$ cat src/rtl/hazard_unit.sv
// Pipeline hazard controller: load-use interlock, taken-branch squash and
// data-memory wait handling with a timeout that parks the pipe in ERR.
module hazard_unit #(
    parameter int unsigned TIMEOUT = 255
) (
    input  logic        clk,
    input  logic        rst_n,
    input  logic [4:0]  id_rs1,
    input  logic [4:0]  id_rs2,
    input  logic        id_use_rs1,
    input  logic        id_use_rs2,
    input  logic [4:0]  ex_rd,
    input  logic        ex_is_load,
    input  logic        ex_br_taken,
    input  logic        mem_req,
    input  logic        mem_ack,
    output logic        pc_stall,
    output logic        ifid_stall,
    output logic        idex_stall,
    output logic        exmem_stall,
    output logic        ifid_flush,
    output logic        idex_flush,
    output logic        memwb_flush,
    output logic        mem_timeout,
    output logic [31:0] stall_cnt
);

    localparam int unsigned    CW        = $clog2(TIMEOUT + 1);
    localparam logic [CW-1:0]  C_TIMEOUT = CW'(TIMEOUT);

    typedef enum logic [1:0] {
        S_RUN,
        S_MEM_WAIT,
        S_ERR
    } state_t;

    state_t          r_state;
    state_t          w_state_nxt;
    logic [CW-1:0]   r_wait_cnt;
    logic [CW-1:0]   w_wait_cnt_nxt;
    logic [31:0]     r_stall_cnt;
    logic            r_lu_prev;

    logic            w_lu;
    logic            w_mw;
    logic            w_full_stall;
    logic            w_br_act;
    logic            w_lu_act;

    // The cycle after a load-use bubble the load sits in MEM, so the same pair
    // must not interlock again; forwarding supplies the operand instead.
    assign w_lu = ex_is_load && (ex_rd != 5'd0) && !r_lu_prev &&
                  ((id_use_rs1 && (id_rs1 == ex_rd)) ||
                   (id_use_rs2 && (id_rs2 == ex_rd)));
    assign w_mw = mem_req && !mem_ack;

    always_comb begin
        w_state_nxt    = r_state;
        w_wait_cnt_nxt = r_wait_cnt;
        w_full_stall   = 1'b0;
        w_br_act       = 1'b0;
        w_lu_act       = 1'b0;
        unique case (r_state)
            S_RUN: begin
                w_wait_cnt_nxt = '0;
                if (w_mw) begin
                    w_full_stall   = 1'b1;
                    w_state_nxt    = S_MEM_WAIT;
                    w_wait_cnt_nxt = CW'(1);
                end else if (ex_br_taken) begin
                    w_br_act = 1'b1;
                end else if (w_lu) begin
                    w_lu_act = 1'b1;
                end
            end
            S_MEM_WAIT: begin
                if (w_mw) begin
                    w_full_stall = 1'b1;
                    if (r_wait_cnt == C_TIMEOUT) begin
                        w_state_nxt = S_ERR;
                    end else begin
                        w_wait_cnt_nxt = r_wait_cnt + CW'(1);
                    end
                end else begin
                    // A dropped request counts as completion.
                    w_state_nxt    = S_RUN;
                    w_wait_cnt_nxt = '0;
                    if (ex_br_taken) begin
                        w_br_act = 1'b1;
                    end else if (w_lu) begin
                        w_lu_act = 1'b1;
                    end
                end
            end
            S_ERR: begin
                w_full_stall = 1'b1;
            end
            default: begin
                w_state_nxt    = S_RUN;
                w_wait_cnt_nxt = '0;
            end
        endcase
        if (!rst_n) begin
            w_full_stall = 1'b0;
            w_br_act     = 1'b0;
            w_lu_act     = 1'b0;
        end
    end

    always_ff @(posedge clk or negedge rst_n) begin
        if (!rst_n) begin
            r_state    <= S_RUN;
            r_wait_cnt <= '0;
            r_lu_prev  <= 1'b0;
        end else begin
            r_state    <= w_state_nxt;
            r_wait_cnt <= w_wait_cnt_nxt;
            r_lu_prev  <= w_lu_act;
        end
    end

    always_ff @(posedge clk or negedge rst_n) begin
        if (!rst_n) begin
            r_stall_cnt <= '0;
        end else if (pc_stall && (r_stall_cnt != 32'hFFFF_FFFF)) begin
            r_stall_cnt <= r_stall_cnt + 32'd1;
        end
    end

    assign pc_stall    = w_full_stall | w_lu_act;
    assign ifid_stall  = w_full_stall | w_lu_act;
    assign idex_stall  = w_full_stall;
    assign exmem_stall = w_full_stall;
    assign ifid_flush  = w_br_act;
    assign idex_flush  = w_br_act | w_lu_act;
    assign memwb_flush = w_full_stall;
    assign mem_timeout = (r_state == S_ERR);
    assign stall_cnt   = r_stall_cnt;

endmodule

$ cat config.mk
export PLATFORM = sky130hd
export DESIGN_NAME = hazard_unit
export DESIGN_NICKNAME = d
export VERILOG_FILES = /design/src/rtl/hazard_unit.sv
export SDC_FILE = /design/constraint.sdc
export NUM_CORES = 1
export LEC_CHECK = 0
export ABC_AREA = 1
export CAP_MARGIN = 20
export CORE_UTILIZATION = 45
export CTS_CLUSTER_SIZE = 30
export DETAILED_ROUTE_END_ITERATION = 10
export PLACE_DENSITY = 0.73
export SYNTH_ARGS = -nofsm -noshare
export SYNTH_HDL_FRONTEND = slang
export SYNTH_SLANG_ARGS = --single-unit
$ cat constraint.sdc
create_clock -name clk -period 1.9 [get_ports clk]
set_input_delay 0.38 -clock clk [delete_from_list [all_inputs] [get_ports clk]]
set_output_delay 0.38 -clock clk [all_outputs]
set_load 0.01 [all_outputs]
Word level (Yosys, flattened, before mapping)

Index checks and enable logic that the tools add are counted.

Logic and storage cells: 53
Output and inout bits: 40
Register bits: 43
Input bits: 23

Reductions and logical operators: 15
Eq/ne operators: 9
Bitwise logic cells: 3
Multiplexer cells: 20
$add $sub $neg: 2

Operators with widths:

| kind                  | count |
|---|---|
| $add 32x1->32 const B | 1 |
| $ne 32x32->1 const B  | 1 |
| $pmux 8 s3            | 1 |
| $mux 8                | 2 |
| $mux 1                | 12 |
| $eq 5x5->1            | 2 |
| $add 8x1->8 const B   | 1 |
| $eq 8x8->1 const B    | 1 |
| $logic_and 1x1->1     | 7 |
| $mux 2                | 3 |
| $ne 3x3->1 const B    | 2 |
| $pmux 2 s3            | 1 |
| $reduce_bool 5->1     | 1 |
| $reduce_and 3->1      | 1 |
| $eq 2x1->1 const B    | 1 |
| $eq 2x2->1 const B    | 1 |
| $logic_not 1->1       | 2 |
| $logic_not 2->1       | 1 |
| $ne 2x2->1 const B    | 1 |
| $or 1x1->1            | 2 |
| $pmux 1 s2            | 1 |
| $reduce_and 2->1      | 1 |
| $reduce_or 2->1       | 1 |
| $logic_or 1x1->1      | 1 |
| $not 1->1             | 1 |

Longest topological paths before layout

Word-level depth: 11
Depth in mapped cells: 13
Depth with buffers taken out: 11

Least setup slack after synthesis

OpenSTA, ideal clock, no wires.

Kind: input-to-output
Start point: input port mem_req
End point: output port pc_stall
Path buffers: 2
Data arrival time: 1.370 ns
Setup slack: 0.150 ns
Data required time: 1.520 ns
Cell stages on the path: 8
Cells stage by stage: inv_1 nor2_1 inv_1 nor2_1 o21ai_0 nand2_2 buf_2 buf_4

Cells in the longest elaborated chain, start to end: 5
Elaborated cells between the ends (all ways): 8
Classes of those cells: mux: 6; bitwise: 1; reduce/logical: 1

RTL lines:

| element                              | RTL line | source |
|---|---|---|
| start, declared                      | 15       | `input logic mem_req,` |
| $logic_and 1x1->1 (*)                | 55       | `assign w_mw = mem_req && !mem_ack;` |
| $mux 1, on equally long branches     | 66, 77   |  |
| $pmux 1 s2 or $mux 1 (tied branches) | --       |  |
| $mux 1                               | 103      | `if (!rst_n) begin` |
| $or 1x1->1 (*)                       | --       |  |
| end, declared                        | 17       | `output logic pc_stall,` |

Every way passes the cells marked *; elsewhere a longest branch is shown, timed or not.

Worst setup path after layout

Start point: register r_state[1]
End point: output port idex_flush

Cells in the longest elaborated chain, start to end: 5
Elaborated cells between the ends (all ways): 8
Classes of those cells: eq/ne: 1; mux: 4; bitwise: 1; reduce/logical: 2

RTL lines:

| element                                       | RTL line | source |
|---|---|---|
| start, declared                               | 37       | `state_t r_state;` |
| start signal, assigned                        | 116      | `r_state <= w_state_nxt;` |
| $eq 2x1->1 or $logic_not 2->1 (tied branches) | 63       | `unique case (r_state)` |
| $reduce_or 2->1 (no source line) (*)          | --       |  |
| $mux 1                                        | --       |  |
| $mux 1                                        | 103      |  |
| $or 1x1->1 (*)                                | 135      | `assign idex_flush = w_br_act \| w_lu_act;` |
| end, declared                                 | 22       | `output logic idex_flush,` |

Marks and branches as above.

==> results.py <==
metrics = {
    "cells_and_area": {
        "final_area_mm2": 0.00411,
        "layout.nets": 588,
        "final_common_cell": "nand2_1",
        "antenna-diode-count": 0,
        "syn_to_final_growth_pct": 33.8,
        "drive_above_1_share_pct": 13.5,
        "seqCellArea_mm2": 0.00108,
        "layout_common_cells": "nand2_1 (182), nor2_1 (60), inv_1 (50), nand3_1 (45), dfrtp_1 (43)",
        "stdcell_count": 641,
        "finish.utilization_pct": 63.6,
        "multi_input_area_mm2": 0.00177,
        "fillerInstances": 610,
    },
    "placement": {
        "dp_hpwl_mm": 6.02,
        "placed_cell_area_mm2": 0.00388,
        "port_buffers": 62,
        "globalplace.congestion": 0.893,
        "dp.cells": 624,
    },
    "power": {
        "seqPwrFrac_pct": 44.3,
        "combPwrFrac_pct": 17.8,
        "leakage_nw": 2.07,
        "power_switching_w": 0.000601,
        "p_clk_share_pct": 38.0,
        "total_power_w": 0.00229,
        "power_density_mw_per_mm2": 559,
        "swShare_pct": 26.2,
        "ir_drop_v": 0.000445,
        "p_int_w": 0.00169,
    },
    "die": {
        "die_height_um": 84.6,
        "core-area_mm2": 0.00646,
        "die_w_um": 84.6,
        "ioPinCount": 63,
        "row_count": 29,
        "start_util_pct": 47.5,
        "die_area_mm2": 0.00715,
    },
    "clock_network": {
        "insertion_delay_ps": 310,
        "cts_tree": "done",
        "cts_buffers": 5,
        "ctsHoldBuffers": 0,
        "cts.sink_count": 43,
        "h-tree-depth": 2,
        "clkSlewWorstSetupHoldPaths_ps": 90,
        "cts.path.max_buffers": 2,
        "clock-root-buffer": "clkbuf_8",
    },
    "drt": {
        "drt_iter0_drc": 176,
        "vias_per_cell": 5.07,
        "vias": 3250,
        "remaining_drc_errors": 7,
        "firstDrtPassIters": 8,
        "drt-total-wl_mm": 8.03,
        "wl_per_cell_um": 12.5,
        "final_antenna_net_count": 0,
    },
    "timing": {
        "hold_slack_ps": 318,
        "clock.fmax_mhz": 535,
        "post-route-min-period_ps": 1870,
        "post-route-period-util_pct": 98.4,
        "max_slew_margin_pct": 63.6,
        "setup_viol": 0,
        "tightest_slew_ps": 546,
        "maxSlewViolCount": 0,
        "finClkSkew_ps": 5.40,
        "rsz0062_at_grt": "yes",
        "hold_viol_final": 0,
    },
    "synthesis": {
        "synthDistinctLibCells": 28,
        "syn_area_mm2": 0.00307,
        "synth-async-reset-ratio_pct": 100,
        "synth_edf_count": 0,
        "syn_inst": 475,
        "synth_nets": 500,
        "synth_ff_type": "dfrtp_1",
        "synth_warnings": 0,
        "syn_area_per_cell_um2": 6.46,
        "synth_seq_area_share_pct": 35.1,
        "synth_seq_cells": 43,
    },
    "critical_path": {
        "worstPathCellList": "inv_1, nand2_1, nor2_2, nand4_1, nor2_1, nand2_2, o21ai_1, buf_2",
        "cp-startpoint": "r_state[1]",
        "critPathLaunchType": "flop",
        "worstPathMaxFanout": 3,
        "critical_path_required_ps": 1520,
        "crit_arrival_ps": 1490,
        "end_kind": "output pin",
        "slowest_stage": "dfrtp_1",
        "worst-setup-path-type": "reg2out",
        "r2r-start": "r_state[1]",
        "cp_slowest_stage_delay_ps": 390,
    },
    "global_routing": {
        "grt_pass1_vias": 3055,
        "grt_usage_pct": 23.6,
        "gr-total-overflow": 0,
        "antenna_found_initial": 0,
        "grt_pass1_wl_mm": 13.6,
        "grt_max_degree": 44,
    },
    "outcome": {
        "violations": "DRC",
        "status": "finished, violations left",
    },
    "hold_path": {
        "min_path_type": "in2async",
    },
    "job": {
        "drv_cap": 0,
    },
}
## flip-flops by register name, summed over array words and instances, names as in the netlist
name / cells
r_state: 2
r_lu_prev: 1
stall_cnt: 32
r_wait_cnt: 8
## worst paths after layout
check | endpoint | slack [ps] | cells after the start
setup / recovery | idex_flush | 30 | 8
hold / removal | r_wait_cnt[5] | 320 | 3
setup reg to reg | stall_cnt[29] | 110 | 12
hold reg to reg | r_state[0] | 520 | 1
max in group asynchronous | stall_cnt[30] | 1210 | 3
min in group clk | r_state[0] | 520 | 1
## Yosys cell counts, types with 2 or more instances
library cell | number | area [um^2]
nand4_1 | 5 | 31.3
clkbuf_1 | 2 | 7.51
nand2_1 | 183 | 687
buf_4 | 3 | 22.5
nor2_1 | 67 | 251
nor3_1 | 5 | 25.0
nand3b_1 | 8 | 60.1
xor2_1 | 11 | 96.3
ha_1 | 2 | 25.0
nor2_2 | 2 | 12.5
dfrtp_1 | 43 | 1080
inv_1 | 51 | 191
o21ai_0 | 7 | 35.0
nand3_1 | 46 | 230
nand2_2 | 13 | 81.3
a21oi_1 | 4 | 20.0
xnor2_1 | 8 | 70.1
buf_2 | 5 | 25.0
## power by group through the flow
| stage | Clock (W) | Sequential, W | Combinational, W |
|---|---|---|---|
| after floorplan | 0 | 0.00104 | 0.000151 |
| after global placement | 0 | 0.00102 | 0.000364 |
| after detailed placement | 0 | 0.00102 | 0.000371 |
| after CTS | 0.000883 | 0.00101 | 0.000365 |
| after global routing | 0.000918 | 0.00103 | 0.000459 |
| final | 0.000871 | 0.00101 | 0.000408 |
## routing by layer
metal	global-route usage [%]	wire [um]
met4	6.16	92
met2	41.4	3890
met1	30.4	3540
met5	0	0
met3	3.54	507
## logic make-up (layout without fill, tap and decap cells)
family	after synthesis	in the layout	synth area share [%]
AO/OA/AOI/OAI	12	12	2.04
flip-flops	43	43	35.1
buffers and inverters	63	152	8.89
AND/OR/NAND/NOR	336	336	47.8
adder cells (fa/ha/maj)	2	2	0.816
XOR/XNOR	19	19	5.42
## metrics by stage
step,setup TNS [ps],setup slack (ps)
3_3_place_gp,-13420,-524
3_5_place_dp,-14760,-541
5_1_grt,-275,-90.4
6_report,0,29.7
2_1_floorplan,0,150
4_1_cts,0,2.95
## area by class of cell
| type | instances | share of cell area [%] |
|---|---|---|
| Inverter | 51 | 4.66 |
| Multi-Input combinational cell | 369 | 43.0 |
| Timing Repair Buffer | 93 | 20.5 |
| Clock buffer | 5 | 1.68 |
| Sequential cell | 43 | 26.2 |
| Tap cell | 77 | 2.35 |
| Clock inverter | 3 | 1.65 |
## worst max-delay path, delay by kind of cell (launching register included)
| kind | cells | cell delay [ps] |
|---|---|---|
| and+or+nand+nor | 5 | 520 |
| buffers and inverters | 2 | 210 |
| AOI/OAI and AO/OA | 1 | 70 |
| DFF | 1 | 390 |
## repair_timing
| action | CTS | global route |
|---|---|---|
| buffers inserted | 1 | 8 |
| pin swaps | 9 | 3 |
| resized for setup | 43 | 11 |
| endpoints found under the setup margin | 38 | 40 |
(Power assumes the default switching activity.)
